[src/rtl/hub75_scan_driver.sv]
// HUB75 scan engine: walks col/row into the pixel generator and serialises its RGB bits onto the panel.
// Latency: panel data is registered one cycle after sampling; row period is 2*COLS + 2 + ON_CYCLES cycles.
// No backpressure: en is sampled only in IDLE and at the end of DISPLAY, so a started row always completes.
module hub75_scan_driver #(
  parameter int COLS      = 64,
  parameter int ROWS      = 16,
  parameter int ADDR_W    = 4,
  parameter int COL_W     = 6,
  parameter int ON_CYCLES = 128
) (
  input  logic              clk,
  input  logic              rst,
  input  logic              en,
  output logic [COL_W-1:0]  pix_col,
  output logic [ADDR_W-1:0] pix_row,
  input  logic              r0,
  input  logic              g0,
  input  logic              b0,
  input  logic              r1,
  input  logic              g1,
  input  logic              b1,
  output logic              panel_r0,
  output logic              panel_g0,
  output logic              panel_b0,
  output logic              panel_r1,
  output logic              panel_g1,
  output logic              panel_b1,
  output logic              panel_clk,
  output logic              panel_lat,
  output logic              panel_oe_n,
  output logic [ADDR_W-1:0] panel_addr,
  output logic              frame_done
);

  localparam int DW = (ON_CYCLES > 1) ? $clog2(ON_CYCLES) : 1;
  localparam logic [COL_W-1:0]  COL_LAST = COL_W'(COLS - 1);
  localparam logic [ADDR_W-1:0] ROW_LAST = ADDR_W'(ROWS - 1);
  localparam logic [DW-1:0]     ON_LAST  = DW'(ON_CYCLES - 1);

  typedef enum logic [2:0] {IDLE, SHIFT, BLANK, LATCH, DISPLAY} state_t;

  state_t              state, state_nxt;
  logic [COL_W-1:0]    col, col_nxt;
  logic [ADDR_W-1:0]   row, row_nxt;
  logic                phase, phase_nxt;   // 0 = phase A (capture data), 1 = phase B (raise clock)
  logic [DW-1:0]       dcnt, dcnt_nxt;
  logic [5:0]          data, data_nxt;     // {r0, g0, b0, r1, g1, b1}
  logic                pclk, pclk_nxt;
  logic                lat, lat_nxt;
  logic                oe_n, oe_n_nxt;
  logic [ADDR_W-1:0]   addr, addr_nxt;
  logic                fdone, fdone_nxt;

  // Next-state and next-output logic; every register holds unless a state overrides it.
  always_comb begin
    state_nxt = state;
    col_nxt   = col;
    row_nxt   = row;
    phase_nxt = phase;
    dcnt_nxt  = dcnt;
    data_nxt  = data;
    pclk_nxt  = pclk;
    lat_nxt   = lat;
    oe_n_nxt  = oe_n;
    addr_nxt  = addr;
    fdone_nxt = 1'b0;
    case (state)
      IDLE: begin
        pclk_nxt  = 1'b0;
        lat_nxt   = 1'b0;
        oe_n_nxt  = 1'b1;
        col_nxt   = '0;
        phase_nxt = 1'b0;
        if (en) state_nxt = SHIFT;
      end
      SHIFT: begin
        if (!phase) begin
          // Data changes only together with the falling shift clock.
          data_nxt  = {r0, g0, b0, r1, g1, b1};
          pclk_nxt  = 1'b0;
          phase_nxt = 1'b1;
        end else begin
          pclk_nxt  = 1'b1;
          phase_nxt = 1'b0;
          if (col == COL_LAST) begin
            col_nxt   = '0;
            state_nxt = BLANK;
          end else begin
            col_nxt = col + 1'b1;
          end
        end
      end
      BLANK: begin
        // Address moves while the panel is dark; latch goes high once the clock is low.
        pclk_nxt  = 1'b0;
        oe_n_nxt  = 1'b1;
        addr_nxt  = row;
        lat_nxt   = 1'b1;
        state_nxt = LATCH;
      end
      LATCH: begin
        lat_nxt   = 1'b0;
        oe_n_nxt  = 1'b0;
        dcnt_nxt  = '0;
        state_nxt = DISPLAY;
      end
      DISPLAY: begin
        if (dcnt == ON_LAST) begin
          oe_n_nxt = 1'b1;
          dcnt_nxt = '0;
          if (row == ROW_LAST) begin
            row_nxt   = '0;
            fdone_nxt = 1'b1;
          end else begin
            row_nxt = row + 1'b1;
          end
          state_nxt = en ? SHIFT : IDLE;
        end else begin
          dcnt_nxt = dcnt + 1'b1;
        end
      end
      default: begin
        state_nxt = IDLE;
        oe_n_nxt  = 1'b1;
      end
    endcase
  end

  // State and output registers; reset forces the panel dark with no latch pulse.
  always_ff @(posedge clk or posedge rst) begin
    if (rst) begin
      state <= IDLE;
      col   <= '0;
      row   <= '0;
      phase <= 1'b0;
      dcnt  <= '0;
      data  <= '0;
      pclk  <= 1'b0;
      lat   <= 1'b0;
      oe_n  <= 1'b1;
      addr  <= '0;
      fdone <= 1'b0;
    end else begin
      state <= state_nxt;
      col   <= col_nxt;
      row   <= row_nxt;
      phase <= phase_nxt;
      dcnt  <= dcnt_nxt;
      data  <= data_nxt;
      pclk  <= pclk_nxt;
      lat   <= lat_nxt;
      oe_n  <= oe_n_nxt;
      addr  <= addr_nxt;
      fdone <= fdone_nxt;
    end
  end

  assign pix_col    = col;
  assign pix_row    = row;
  assign panel_r0   = data[5];
  assign panel_g0   = data[4];
  assign panel_b0   = data[3];
  assign panel_r1   = data[2];
  assign panel_g1   = data[1];
  assign panel_b1   = data[0];
  assign panel_clk  = pclk;
  assign panel_lat  = lat;
  assign panel_oe_n = oe_n;
  assign panel_addr = addr;
  assign frame_done = fdone;

endmodule

[config.mk]
export PLATFORM = sky130hd
export DESIGN_NAME = hub75_scan_driver
export DESIGN_NICKNAME = d
export VERILOG_FILES = /design/src/rtl/hub75_scan_driver.sv
export SDC_FILE = /design/constraint.sdc
export NUM_CORES = 1
export LEC_CHECK = 0
export ABC_AREA = 1
export CORE_MARGIN = 10
export CORE_UTILIZATION = 40
export DETAILED_ROUTE_END_ITERATION = 7
export PLACE_DENSITY = 0.73
export SLEW_MARGIN = 20
export SYNTH_ARGS = -nofsm -noshare
export SYNTH_HDL_FRONTEND = slang
export SYNTH_SLANG_ARGS = --single-unit
[constraint.sdc]
create_clock -name clk -period 2.05 [get_ports clk]
set_input_delay 0.41 -clock clk [delete_from_list [all_inputs] [get_ports clk]]
set_output_delay 0.41 -clock clk [all_outputs]
set_load 0.01 [all_outputs]
# Word level (Yosys, flattened, before mapping)
# Index checks and enable logic that the tools add are counted.
totals:
  ff_bits: 35
  input_bits: 9
  out_inout_bits: 24
op_classes:
  n_addsub: 3
  n_eq_ne: 11
  mux: 22
  n_bitwise: 2
  reduce_logical: 12
op_table:
  columns: ["op", "n"]
  rows:
  - ["case mux 3 bit (5 select lines)", 1]
  - ["case mux 7 bit (2 select lines)", 1]
  - ["two-way mux 3 bit", 4]
  - ["two-way mux 6 bit", 2]
  - ["case mux 6 bit (2 select lines)", 1]
  - ["!= test 2 bit, second input constant", 4]
  - ["AND reduction 2 bit", 4]
  - ["nonzero test 2 bit", 4]
  - ["adder 7 x 1 -> 7 bit, second input constant", 1]
  - ["== test 7 bit, second input constant", 1]
  - ["two-way mux 1 bit", 7]
  - ["two-way mux 7 bit", 1]
  - ["adder 6 x 1 -> 6 bit, second input constant", 1]
  - ["== test 3 x 2 -> 1 bit, second input constant", 2]
  - ["== test 6 bit, second input constant", 1]
  - ["case mux 1 bit (2 select lines)", 3]
  - ["adder 4 x 1 -> 4 bit, second input constant", 1]
  - ["== test 4 bit, second input constant", 1]
  - ["two-way mux 4 bit", 1]
  - ["AND reduction 4 bit", 1]
  - ["OR reduction 2 bit", 2]
  - ["== test 3 x 1 -> 1 bit, second input constant", 1]
  - ["== test 3 bit, second input constant", 1]
  - ["zero test 3 bit", 1]
  - ["other kinds (2)", 3]

# Depth between registers and ports, before layout
logic_depth:
  ltp_word: 4
  depth_mapped: 8
  ltp_nobuf: 8

# Worst setup path before layout
# No wires, ideal clock.
synth_timing:
  kind: "flip-flop to flip-flop"
  from: "register dcnt[0]"
  to: "register row[2], in the netlist pix_row[2]"
  arrival_ps: 1246
  required_ps: 1928
  path_slack_ps: 682
  stages_incl_launch_ff: 8
  synth_period_minus_slack_ps: 1368
  cell_sequence: "dfrtp_1 -> ha_1 -> nand2_1 -> nor2_2 -> nand2_2 -> nor2_4 -> nand2_1 -> xor2_1"
synth_via:
  elab_chain_len: 2
synth_rtl:
  columns: ["item", "line", "rtl"]
  rows:
  - ["from (decl)", "46", "logic [DW-1:0] dcnt, dcnt_nxt;"]
  - ["from (signal assigned)", "148", "dcnt <= dcnt_nxt;"]
  - ["== test 7 bit", "108", "if (dcnt == ON_LAST) begin"]
  - ["AND reduction 2 bit (no source line)", null, null]
  - ["to (signal assigned)", "146", "row <= row_nxt;"]
  - ["to (decl)", "44", "logic [ADDR_W-1:0] row, row_nxt;"]
# Every way passes these cells.
# A chain may end at the register's enable or synchronous reset.

# Final worst setup path
layout_timing:
  from: "register oe_n, in the netlist panel_oe_n"
  to: "output panel_oe_n"
layout_rtl:
  columns: ["item", "line", "rtl"]
  rows:
  - ["from (decl)", "50", "logic oe_n, oe_n_nxt;"]
  - ["from (signal assigned)", "152", "oe_n <= oe_n_nxt;"]
  - ["to (decl)", "30", "output logic panel_oe_n,"]
# No word-level cell between the ends.

==> impl_metrics.json <==
{
  "max_freq_mhz": 571,
  "path_delay_family": "flip-flops",
  "portBuffers": 32,
  "fill_cells": 369,
  "viasPerCell": 4.91,
  "holdPathStages": 2,
  "design_area_mm2": 0.00213,
  "ctsLongestPathBuffers": 2,
  "grt_pass1_wl_um": 6050,
  "p_clk_frac": 0.201,
  "mappedNetlistNets": 211,
  "hold_viol_final": 0,
  "fin_setup_tns_ns": 0,
  "synth.area.top_cells": "dfrtp_1 (52%), nand2_1 (14%), nand3_1 (4.2%)",
  "syn_area_per_cell_um2": 8.30,
  "final_nets": 251,
  "combPwrFrac": 0.393,
  "wl_um": 3520,
  "r2r_setup_slack_ns": 0.54,
  "dp_slack_ns": 0.537,
  "worstPathCellList": "clkdlybuf4s50_1",
  "drt_drc_violations_left": 0,
  "grt_overflow_total": 0,
  "status": "finished clean",
  "die_w_um": 84.3,
  "post_cts_buffers": 0,
  "r2r-start": "dcnt[0]",
  "crit_fanout": 2,
  "worst_hold_slack_ns": 0.482,
  "clk_latency_ns": 0.28,
  "clk_pin_slew_ns": 0.06,
  "regArea_um2": 877,
  "start_util": 0.413,
  "post-route-period-util": 0.854,
  "n_antenna_cell": 0,
  "hold_path_class": "reg2reg",
  "dpl_cell_area_mm2": 0.00204,
  "rr_worst_depth": 7,
  "synth_edf_count": 0,
  "first_global_vias": 1390,
  "fp-row-count": 23,
  "drt-initial-drc-count": 107,
  "wl_per_cell_um": 12.2,
  "slew_violations": 0,
  "critical_path_class": "reg2out",
  "p_leak_nw": 1.01,
  "core_mm2": 0.00400,
  "fin_crit_ns": 1.75,
  "ys_types": 23,
  "reg2reg_to": "pix_row[2]",
  "layout-drive-gt1-share": 0.117,
  "path_buf_inv": 1,
  "arrival_ns": 1.34,
  "rsz0062_at_grt": "no",
  "cts_buffers": 5,
  "hpwl_um": 2630,
  "worstHoldEndpoint": "data[3]",
  "antenna_left": 0,
  "power_density_mw_per_mm2": 1160,
  "chipHeight_um": 84.3,
  "cp.depth": 1,
  "h-tree-depth": 2,
  "yosys.cell_count.top_type": "nand2_1",
  "synthArstFlopShare": 1.00,
  "multi_input_area_um2": 673,
  "p_total_w": 0.00246,
  "cts_resized": 0,
  "area_growth_pct": 28.9,
  "layout_setup_ws_ns": 0.299,
  "netlist_area_mm2": 0.00165,
  "setup.worst_path.end_class": "primary output",
  "start_kind": "register",
  "pin_count": 33,
  "yosys.area.top_type": "dfrtp_1",
  "switching_share": 0.386,
  "cts_tree": "built",
  "ctsHoldBuffers": 0,
  "hp-start": "data[3]",
  "vias": 1420,
  "cts.sinks": 35,
  "critical_path.max_stage_delay_ns": 0.53,
  "grt_usage": 0.101,
  "die-area_mm2": 0.00710,
  "ys_top_cells_by_count": "nand2_1 (62), dfrtp_1 (34), inv_1 (17), nand3_1 (14), nor2_1 (13)",
  "yosysWarnings": 0,
  "synthFlopType": "dfrtp_1",
  "synthCells": 199,
  "drv_cap": 0,
  "power_frac_seq": 0.406,
  "worst_pin_slew_ns": 0.435,
  "first_pass_iters": 4,
  "required_ns": 1.64,
  "relSlewSlack": 0.709,
  "grt_max_degree": 36,
  "synth-seq-area-share": 0.531,
  "ir_drop_mv": 0.730,
  "gp_congestion": 0.825,
  "setup_violations": 0,
  "skew_ns": 0.00417,
  "synth_top_area_frac": 0.515,
  "switching_power_w": 0.000951,
  "ys_ff_latch": 35,
  "critPathSlowestCell": "dfstp_2",
  "p_int_w": 0.00151,
  "root_buffer": "clkbuf_8",
  "antenna_found_initial": 0
}
==> worst max-delay path by stage <==
stage / from / endpoint / slack (ns)
after global placement: panel_oe_n / panel_oe_n / 0.60
after CTS: panel_oe_n / panel_oe_n / 0.28
after floorplan: dcnt[0] / pix_row[2] / 0.68
after global routing: panel_oe_n / panel_oe_n / 0.26
after detailed placement: dcnt[0] / pix_row[2] / 0.54
final: panel_oe_n / panel_oe_n / 0.30
==> metal layers <==
layer / wire [um] / up-vias / global-route usage
li1: - / 724 / -
met1: 1640 / 652 / 0.120
met2: 1560 / 36 / 0.152
met3: 259 / 8 / 0.0425
met4: 63 / 0 / 0.0487
met5: 0 / - / 0
==> layout make-up <==
class / count / share of cell area
clock buffers: 6 / 0.0388
clock inverters: 1 / 0.00235
inverters: 27 / 0.0476
multi-input cells: 137 / 0.316
flip-flops and latches: 35 / 0.412
well taps: 50 / 0.0294
repair buffers: 33 / 0.154
==> registers in the layout (all words and copies together) (netlist names), 3 cells and up <==
register,flops
dcnt,7
data,6
pix_col,6
panel_addr,4
pix_row,4
state,3
==> cell families (layout without fill, tap and decap cells) <==
kind of cell | after synthesis | in the layout | synth area share
flip-flops | 35 | 35 | 0.531
adder cells (fa/ha/maj) | 3 | 3 | 0.0227
XOR/XNOR | 2 | 2 | 0.0106
AO/OA/AOI/OAI | 26 | 26 | 0.0856
buffers and inverters | 27 | 67 | 0.0614
AND/OR/NAND/NOR | 106 | 106 | 0.289
==> power by group through the flow <==
| stage | combinational [W] | clock, W | sequential, W |
|---|---|---|---|
| 2_1_floorplan | 0.000581 | 0 | 0.00103 |
| 3_3_place_gp | 0.000962 | 0 | 0.00101 |
| 3_5_place_dp | 0.000981 | 0 | 0.00101 |
| 4_1_cts | 0.000984 | 0.000515 | 0.00100 |
| 5_1_grt | 0.00109 | 0.000542 | 0.00103 |
| 6_report | 0.000966 | 0.000495 | 0.00100 |
==> metrics by stage <==
stage | instances | util
finish | 289 | 0.532
floorplan | 199 | -
global route | 289 | 0.532
CTS | 289 | 0.532
global placement | 282 | 0.510
detailed placement | 282 | 0.510
==> cells in the final DEF, fill, tap and decap left out <==
cell and n:
a21oi_1 5, a22o_1 1, a22oi_1 1, buf_4 1, clkbuf_8 6, clkdlybuf4s50_1 32, clkinv_2 1, dfrtp_1 34
dfstp_2 1, ha_1 3, inv_1 17, inv_2 10, nand2_1 62, nand2_2 3, nand3_1 14, nand3_2 1
nand3_4 1, nand4_1 7, nor2_1 13, nor2_2 3, nor2_4 1, nor3_1 1, o211ai_1 1, o21ai_0 5
o21ai_1 12, o31ai_1 1, xor2_1 2
No activity file was read; power rests on OpenSTA's default activity.
